[src/rtl/jpeg_dec_pkg.sv]
// Shared JPEG decoder constants and pixel/row types.
package jpeg_dec_pkg;
    localparam int DATA_W         = 32;
    localparam int SHIFT_W        = 5;
    localparam int PIX_W          = 8;
    localparam int ROW_PIX        = 8;
    localparam int LEVEL_OFFSET   = 128;
    localparam int ROWS_PER_BLOCK = 8;
    localparam int ROW_W          = PIX_W * ROW_PIX;
    localparam int PACK_W         = PIX_W * (ROW_PIX - 1);
    localparam int COL_W          = $clog2(ROW_PIX);

    typedef logic [PIX_W-1:0]  pix_t;
    typedef logic [ROW_W-1:0]  row_t;
    typedef logic [PACK_W-1:0] pack_t;
endpackage

[src/rtl/descale_clamp_unit.sv]
// Combinational descale datapath: round-add + arithmetic shift (S1 side) and
// level shift + clamp to 0..255 (S2 side).
module descale_clamp_unit
    import jpeg_dec_pkg::*;
#(
    parameter int DATA_W       = jpeg_dec_pkg::DATA_W,
    parameter int SHIFT_W      = jpeg_dec_pkg::SHIFT_W,
    parameter int LEVEL_OFFSET = jpeg_dec_pkg::LEVEL_OFFSET
) (
    input  logic [DATA_W-1:0]  data_i,
    input  logic [SHIFT_W-1:0] shift_i,
    output logic [DATA_W:0]    scaled_o,
    input  logic [DATA_W:0]    scaled_i,
    output pix_t               pix_o,
    output logic               clamped_o
);
    logic [DATA_W:0]   rnd;
    logic [DATA_W:0]   sum;
    logic [DATA_W+1:0] lvl;

    always_comb begin
        rnd = '0;
        if (shift_i != '0) begin
            rnd = (DATA_W+1)'(1) << (shift_i - 1'b1);
        end
        // One extra bit keeps the rounding add from overflowing at full-scale input.
        sum      = {data_i[DATA_W-1], data_i} + rnd;
        scaled_o = $signed(sum) >>> shift_i;

        lvl       = {scaled_i[DATA_W], scaled_i} + (DATA_W+2)'(LEVEL_OFFSET);
        pix_o     = lvl[PIX_W-1:0];
        clamped_o = 1'b0;
        if (lvl[DATA_W+1]) begin
            pix_o     = '0;
            clamped_o = 1'b1;
        end else if (|lvl[DATA_W:PIX_W]) begin
            pix_o     = '1;
            clamped_o = 1'b1;
        end
    end
endmodule

[src/rtl/idct_descale_packer.sv]
// Descales IDCT samples to 8-bit pixels and packs them into 64-bit rows with
// end-of-block marking. Optional saturation counter under DESCALE_SAT_COUNT_EN.
module idct_descale_packer
    import jpeg_dec_pkg::*;
#(
    parameter int DATA_W         = jpeg_dec_pkg::DATA_W,
    parameter int SHIFT_W        = jpeg_dec_pkg::SHIFT_W,
    parameter int LEVEL_OFFSET   = jpeg_dec_pkg::LEVEL_OFFSET,
    parameter int ROWS_PER_BLOCK = jpeg_dec_pkg::ROWS_PER_BLOCK
) (
    input  logic               clk,
    input  logic               rst,
    input  logic [SHIFT_W-1:0] shift_amt,
    input  logic               in_valid,
    output logic               in_ready,
    input  logic [DATA_W-1:0]  in_data,
    output logic               out_valid,
    input  logic               out_ready,
    output logic [ROW_W-1:0]   out_row,
    output logic               out_last
`ifdef DESCALE_SAT_COUNT_EN
   ,input  logic               sat_clear,
    output logic [15:0]        sat_count
`endif
);
    localparam int ROW_CW = $clog2(ROWS_PER_BLOCK);

    logic               s1_valid_q, s1_valid_d;
    logic [DATA_W:0]    s1_data_q, s1_data_d;
    logic [COL_W-1:0]   s1_col_q, s1_col_d;
    logic [ROW_CW-1:0]  s1_row_q, s1_row_d;
    logic [COL_W-1:0]   col_q, col_d;
    logic [ROW_CW-1:0]  row_q, row_d;
    logic [SHIFT_W-1:0] shift_q, shift_d;
    pack_t              pack_q, pack_d;
    logic               out_valid_q, out_valid_d;
    row_t               out_row_q, out_row_d;
    logic               out_last_q, out_last_d;

    logic               out_free, s1_last_col, s1_adv, s1_take, in_fire, block_start;
    logic [SHIFT_W-1:0] eff_shift;
    logic [DATA_W:0]    scaled;
    pix_t               pix;
    logic               clamped;

    assign out_free    = !out_valid_q || out_ready;
    assign s1_last_col = (s1_col_q == COL_W'(ROW_PIX - 1));
    assign s1_adv      = !s1_last_col || out_free;
    assign s1_take     = s1_valid_q && s1_adv;
    assign in_ready    = !s1_valid_q || s1_adv;
    assign in_fire     = in_valid && in_ready;
    assign block_start = (col_q == '0) && (row_q == '0);
    // The first sample of a block already uses the shift it latches.
    assign eff_shift   = block_start ? shift_amt : shift_q;

    descale_clamp_unit #(
        .DATA_W       (DATA_W),
        .SHIFT_W      (SHIFT_W),
        .LEVEL_OFFSET (LEVEL_OFFSET)
    ) u_descale (
        .data_i    (in_data),
        .shift_i   (eff_shift),
        .scaled_o  (scaled),
        .scaled_i  (s1_data_q),
        .pix_o     (pix),
        .clamped_o (clamped)
    );

    always_comb begin
        s1_valid_d  = s1_valid_q;
        s1_data_d   = s1_data_q;
        s1_col_d    = s1_col_q;
        s1_row_d    = s1_row_q;
        col_d       = col_q;
        row_d       = row_q;
        shift_d     = shift_q;
        pack_d      = pack_q;
        out_valid_d = out_valid_q;
        out_row_d   = out_row_q;
        out_last_d  = out_last_q;

        if (in_fire) begin
            s1_valid_d = 1'b1;
            s1_data_d  = scaled;
            s1_col_d   = col_q;
            s1_row_d   = row_q;
            if (block_start) begin
                shift_d = shift_amt;
            end
            if (col_q == COL_W'(ROW_PIX - 1)) begin
                col_d = '0;
                row_d = (row_q == ROW_CW'(ROWS_PER_BLOCK - 1)) ? '0 : row_q + 1'b1;
            end else begin
                col_d = col_q + 1'b1;
            end
        end else if (s1_take) begin
            s1_valid_d = 1'b0;
        end

        if (out_valid_q && out_ready) begin
            out_valid_d = 1'b0;
        end
        if (s1_take) begin
            if (s1_last_col) begin
                out_valid_d = 1'b1;
                out_row_d   = {pix, pack_q};
                out_last_d  = (s1_row_q == ROW_CW'(ROWS_PER_BLOCK - 1));
            end else begin
                for (int k = 0; k < ROW_PIX - 1; k++) begin
                    if (s1_col_q == COL_W'(k)) begin
                        pack_d[k*PIX_W +: PIX_W] = pix;
                    end
                end
            end
        end
    end

    always_ff @(posedge clk or posedge rst) begin
        if (rst) begin
            s1_valid_q  <= 1'b0;
            s1_data_q   <= '0;
            s1_col_q    <= '0;
            s1_row_q    <= '0;
            col_q       <= '0;
            row_q       <= '0;
            shift_q     <= '0;
            pack_q      <= '0;
            out_valid_q <= 1'b0;
            out_row_q   <= '0;
            out_last_q  <= 1'b0;
        end else begin
            s1_valid_q  <= s1_valid_d;
            s1_data_q   <= s1_data_d;
            s1_col_q    <= s1_col_d;
            s1_row_q    <= s1_row_d;
            col_q       <= col_d;
            row_q       <= row_d;
            shift_q     <= shift_d;
            pack_q      <= pack_d;
            out_valid_q <= out_valid_d;
            out_row_q   <= out_row_d;
            out_last_q  <= out_last_d;
        end
    end

    assign out_valid = out_valid_q;
    assign out_row   = out_row_q;
    assign out_last  = out_last_q;

`ifdef DESCALE_SAT_COUNT_EN
    logic [15:0] sat_count_q, sat_count_d;

    always_comb begin
        sat_count_d = sat_count_q;
        if (sat_clear) begin
            sat_count_d = '0;
        end else if (s1_take && clamped && (sat_count_q != 16'hFFFF)) begin
            sat_count_d = sat_count_q + 16'd1;
        end
    end

    always_ff @(posedge clk or posedge rst) begin
        if (rst) begin
            sat_count_q <= '0;
        end else begin
            sat_count_q <= sat_count_d;
        end
    end

    assign sat_count = sat_count_q;
`else
    logic unused_clamped;
    assign unused_clamped = clamped;
`endif
endmodule

[config.mk]
export PLATFORM = sky130hd
export DESIGN_NAME = idct_descale_packer
export DESIGN_NICKNAME = d
export VERILOG_FILES = /design/src/rtl/jpeg_dec_pkg.sv /design/src/rtl/descale_clamp_unit.sv /design/src/rtl/idct_descale_packer.sv
export SDC_FILE = /design/constraint.sdc
export NUM_CORES = 1
export LEC_CHECK = 0
export CAP_MARGIN = 20
export CORE_UTILIZATION = 57
export DETAILED_ROUTE_END_ITERATION = 8
export PLACE_DENSITY = 0.79
export SETUP_SLACK_MARGIN = 0.15
export SKIP_CTS_REPAIR_TIMING = 1
export SLEW_MARGIN = 20
export SYNTH_ARGS = -nofsm -noshare
export SYNTH_HDL_FRONTEND = slang
export SYNTH_SLANG_ARGS = --single-unit
[constraint.sdc]
create_clock -name clk -period 12.41 [get_ports clk]
set_input_delay 3.1025 -clock clk [delete_from_list [all_inputs] [get_ports clk]]
set_output_delay 3.1025 -clock clk [all_outputs]
set_load 0.01 [all_outputs]
# == Word level (Yosys, flattened, before mapping) ==
# Index checks and enable logic that the tools add are counted.
# totals
reg_bits,173
in_bits,41
output_inout_bits,67
# op_classes
n_addsub,5
n_eq_ne,10
shift,2
mux,11
bitwise,1
n_reduce_logical,25
# op_table
op,count
$add 33x9->34 const B,1
$add 33x33->33,1
$mux 33,1
$shl 1x5->33 const A,1
$sshr 33x5->33,1
$reduce_or 25->1,1
$eq 3x3->1 const B,7
$reduce_and 3->1,7
$mux 8,2
$logic_not 3->1,3
$add 3x1->3 const B,2
$eq 3x2->1 const B,2
$mux 3,2
$mux 1,5
$mux 5,1
$reduce_bool 5->1,1
$sub 5x1->5 const B,1
$logic_and 1x1->1,4
$reduce_and 2->1,2
$eq 3x1->1 const B,1
$logic_not 1->1,3
$logic_or 1x1->1,3
$reduce_bool 2->1,1
$not 1->1,1

# == Depth between registers and ports, before layout ==
# depth
ltp_word,8
ltp_mapped,22
ltp_nobuf,18

# == Cells and area by module ==
# Synthesis repeated with hierarchy kept, for this count alone.
# unflattened
cells_unflattened,1193
hier_area_um2,11940.2
# by_module_without_submodules
mod,n_inst,cells_each,area_per_inst_um2
idct_descale_packer,1,401,6715.2
descale_clamp_unit,1,792,5225.0

# == Worst setup path after synthesis ==
# Ideal clock, no wire load.
# synth_timing
kind,input-to-reg
start,in shift_amt[1]
end,reg s1_data_q[0]
arrival_time_ps,6967
t_required_ps,12283
setup_slack_ps,5316
cell_stages,16
path_buffers,3
path_cell_list,mux2i_1 > clkbuf_1 > clkbuf_1 > nor4_1 > fa_1 > a211oi_1 > o21ai_1 > and3_1 > buf_2 > or3_1 > a21oi_2 > xor2_1 > a221oi_2 > a21oi_1 > a21oi_2 > a221o_2
# synth_between
elab_chain_cells,6
# synth_lines
element,line,source
"start, declared",idct_descale_packer.sv:13,"input logic [SHIFT_W-1:0] shift_amt,"
$mux 5 (*),n/a,
$sub 5x1->5,descale_clamp_unit.sv:24,rnd = (DATA_W+1)'(1) << (shift_i - 1'b1);
$shl 1x5->33,descale_clamp_unit.sv:24,
$mux 33,descale_clamp_unit.sv:23,if (shift_i != '0) begin
$add 33x33->33,descale_clamp_unit.sv:27,"sum = {data_i[DATA_W-1], data_i} + rnd;"
$sshr 33x5->33 (*),descale_clamp_unit.sv:28,scaled_o = $signed(sum) >>> shift_i;
"end signal, assigned",idct_descale_packer.sv:133,s1_data_q <= s1_data_d;
"end, declared",idct_descale_packer.sv:29,"logic [DATA_W:0] s1_data_q, s1_data_d;"
# Every way passes the cells marked *; elsewhere a longest branch is shown, timed or not.
# A chain may end at the register's enable or synchronous reset.

# == Final worst setup path ==
# layout_timing
start,in shift_amt[1]
end,reg s1_data_q[26]
# The elaborated chain is that of the path after synthesis.

==> summary.txt <==
Layout
  – Fillers: roughly 1,600
  – Sequential Area: between 4000 and 5000 µm²
  – Multi-input gate area: 6760 µm²
  – Share of layout cells above drive strength 1: 0.0821
  – Most frequent cells in the layout: 339 x nand2_1, 173 x dfrtp_1, 120 x o21ai_0
  – Final core utilization: 0.677
  – Finished Cell Area: 13,300 µm²
  – Area Growth Syn to Fin: 15.6%
  – Commonest non-fill, non-tap cell in the layout: nand2_1
  – Layout net count: roughly 1,500
  – Post-Layout Cell Count: between 1,500 and 2,000
  – Diodes inserted: 0

Clock network
  – Clk pin slew, worst setup/hold paths: 80 ps
  – Clk root buf: clkbuf_16
  – CTS Sinks: around 170
  – CTS tree: yes
  – CTS Buf Count: 17
  – H-tree Lvls: 4
  – Worst skew pair latency: 440 ps
  – Longest Clk Path Bufs: 2

Routing
  – # DRC: 0
  – Via count: between 10,000 and 15,000
  – Via density: 6.47
  – Initial drt markers: between 1,000 and 1,500
  – Antenna viol nets, final: 0
  – Final Routed Wirelength: ~36,000 µm
  – Initial DRT Pass Iterations: 6
  – Post-DR wirelength/cell: a little over 20 µm

GRT
  – GR Overflow Total: 0
  – Vias in the first global route: just over 10,000
  – First-pass GRT wire length: roughly 56,000 µm
  – GR peak layer: met2
  – Grt met1 use: 0.496
  – Pin count of the biggest net entering global routing: ~110
  – All-Layer GR Usage: 0.357
  – Met3 GRT Util: 0.0513
  – Initial antenna violation count: 0
  – Grt met2 use: 0.564

Floorplan
  – Die Ht: about 140 µm
  – Die width: ~140 µm
  – Core area: just under 20,000 µm²
  – Total Die Area: ~21,000 µm²
  – Initial core utilization: 0.586
  – Ports: about 110
  – FP Rows: 51

Place
  – Cells after DPL: roughly 1,700
  – Area after DPL: 12,700 µm²
  – Port Buffer Count: approximately 110
  – Gpl congestion: 0.994
  – Final HPWL from detailed placement: between 20,000 and 30,000 µm
  – DP Worst Slack: 3610 ps

Timing
  – Slew @ Worst Pin: approximately 900 ps
  – Final Max Slew Viols: 0
  – Aggregate negative setup slack: 0 ps
  – Slew HR: 0.382
  – Clk_skew: 20.9 ps
  – Setup repair after global routing missed its margin: false
  – Final min period: ~8600 ps
  – Period utilisation layout: 0.696
  – Final hold vios: 0
  – Fin worst setup slack: between 3000 and 4000 ps
  – Setup Viol. Count Final: 0
  – Max Clock Freq: ~120 MHz

Yosys
  – Post-Synth Simple-Gate Area: 0.238
  – Post-synthesis cell type count: between 90 and 100
  – Largest family of logic cells by synthesized area: simple AND/OR/NAND/NOR gates
  – Syn Area/Cell: roughly 8 µm²
  – Synth Area in Adders: 0.0443
  – Post-synthesis sequential area ratio: 0.377
  – Mapped Nets: around 1,500
  – Compound-Gate Fraction of Synth Area: 0.231
  – EDFF count, synth: 0
  – Synth top area share: 0.377
  – Post-synthesis xor/xnor area fraction: 0.0191
  – FFs w/ async S/R, synth: 1.00
  – Yosys reg bits: roughly 170
  – Post-synthesis mux area share: 0.0543
  – Primary FF master, synth: dfrtp_1
  – Synth area leaders: dfrtp_1 38%, nand2_1 11%, o21ai_0 5.2%
  – Post-synthesis cell area: around 11,000 µm²
  – Post-Synthesis Cells: between 1,000 and 1,500
  – Yosys Warn Count: 0
  – Top cell type by total area after synthesis: dfrtp_1

Critical path
  – Cell breakdown of the critical path: clkdlybuf4s50_1 > mux2i_2 > buf_4 > nand2_1 > nor2_1 > ha_1 > nand4_1 > or3_1 > nor4_1 > or3_1 > a311o_1 > a32oi_1 > mux2_2 > a211oi_1 > nor2_1
  – Critical path type: input pin to flop
  – Kind of cell adding the most delay to the critical path: simple AND/OR/NAND/NOR gates
  – Slowest cell on the critical path: nor4_1
  – Worst EP arrival: ~9000 ps
  – Worst Path Max Fanout: 17
  – Worst setup EP type: flop
  – Crit path largest cell delay: between 700 and 800 ps
  – Worst endpoint required time: 12,730 ps
  – CP startpoint kind: input pin
  – Crit path buf inv count: 2

Pwr
  – Clock power share: 0.158
  – Seq pwr share: 0.296
  – P_sw: about 1.6 mW
  – Sw frac: 0.467
  – Comb power frac: 0.546
  – Peak supply drop: 0.255 mV
  – Static leakage: 5.85 nW
  – Int Pwr: 1.81 mW
  – Pwr Density: between 200 and 300 nW/µm²

Worst hold path
  – Hold Path Class: flop to flop

Flow run
  – Maximum capacitance violations: 0

Outcome
  – Status: finished clean
## kinds of logic after synthesis
group | count (synthesis)
compound gates | 392
xor+xnor | 25
fa+ha+maj | 40
buf+inv | 94
flops | 173
mux | 57
other cells | 1
simple gates | 619
## sequential cells by signal, summed over array words and instances, names as in the netlist
| signal | count |
|---|---|
| shift_q | 5 |
| pack_q | 56 |
| row_q | 3 |
| s1_data_q | 33 |
| s1_row_q | 3 |
| out_last | 1 |
| out_row | 64 |
| s1_valid_q | 1 |
| out_valid | 1 |
| s1_col_q | 3 |
| col_q | 3 |
## Yosys cell counts (all sizes together) (5+ instances only)
cell type  count
nand2        339
dfrtp        173
o21ai        146
nor2         110
a21oi         52
buf           41
clkbuf        41
ha            39
mux2i         36
nand3         34
nand4         29
nor3          27
mux2          19
a211oi        18
a31oi         18
a21o          15
o211ai        14
xnor2         14
inv           12
or2           11
or4           11
xor2          11
a221o         10
nor4          10
o21a          10
o31ai         10
a21boi         9
a22oi          9
and3           9
o22ai          9
or3            9
and2           8
o221ai         8
nand2b         6
nor2b          6
o221a          6
a221oi         5
## per-layer routing
metal  wire [µm]  vias to the layer above
li1            -                     5202
met1       15200                     5339
met2       16200                      607
met3        2950                       89
met4        1160                        0
met5           0                        -
## worst reg2reg max path, stage by stage (launching register included)
cell and delay, ps:
dfrtp_1 390, inv_1 140, ha_1 180, nor4bb_2 240
buf_4 270, mux2i_2 720, buf_4 320, nand2_1 450
nor2_1 240, ha_1 360, nand4_1 240, or3_1 510
nor4_1 770, or3_1 240, a311o_1 620, a32oi_1 370
mux2_2 380, a211oi_1 230, nor2_1 70
## path summary, 6_finish.rpt
check | slack (ps) | cells after the start | from | endpoint
min in group asynchronous | 3230 | 2 | rst | out_row[24]
worst max register to register | 5580 | 18 | col_q[0] | s1_data_q[26]
worst min register to register | 470 | 2 | pack_q[51] | out_row[51]
worst min-delay path | 470 | 2 | pack_q[51] | out_row[51]
max in group asynchronous | 7750 | 3 | rst | s1_data_q[19]
worst max-delay path | 3770 | 15 | shift_amt[1] | s1_data_q[26]
## power groups by stage
stage | clock network (mW) | registers, mW | logic [mW]
floorplan | 0 | 1.00 | 1.18
CTS | 0.541 | 1.00 | 1.82
global placement | 0 | 1.00 | 1.78
global route | 0.566 | 1.04 | 2.01
finish | 0.540 | 1.01 | 1.86
detailed placement | 0 | 1.01 | 1.80
## layout make-up
class,instances,share of cell area
Sequential cell,173,0.327
Tap cell,265,0.0250
Clock inverter,15,0.0130
Timing Repair Buffer,122,0.0893
Multi-Input combinational cell,1134,0.510
Clock buffer,17,0.0321
Inverter,12,0.00378
## through the flow
step / hold slack [ps] / total power, mW
finish: 465 / 3.41
global route: 490 / 3.62
CTS: 469 / 3.36
detailed placement: 450 / 2.81
global placement: 444 / 2.78
floorplan: 439 / 2.18
(Power assumes the default switching activity.)
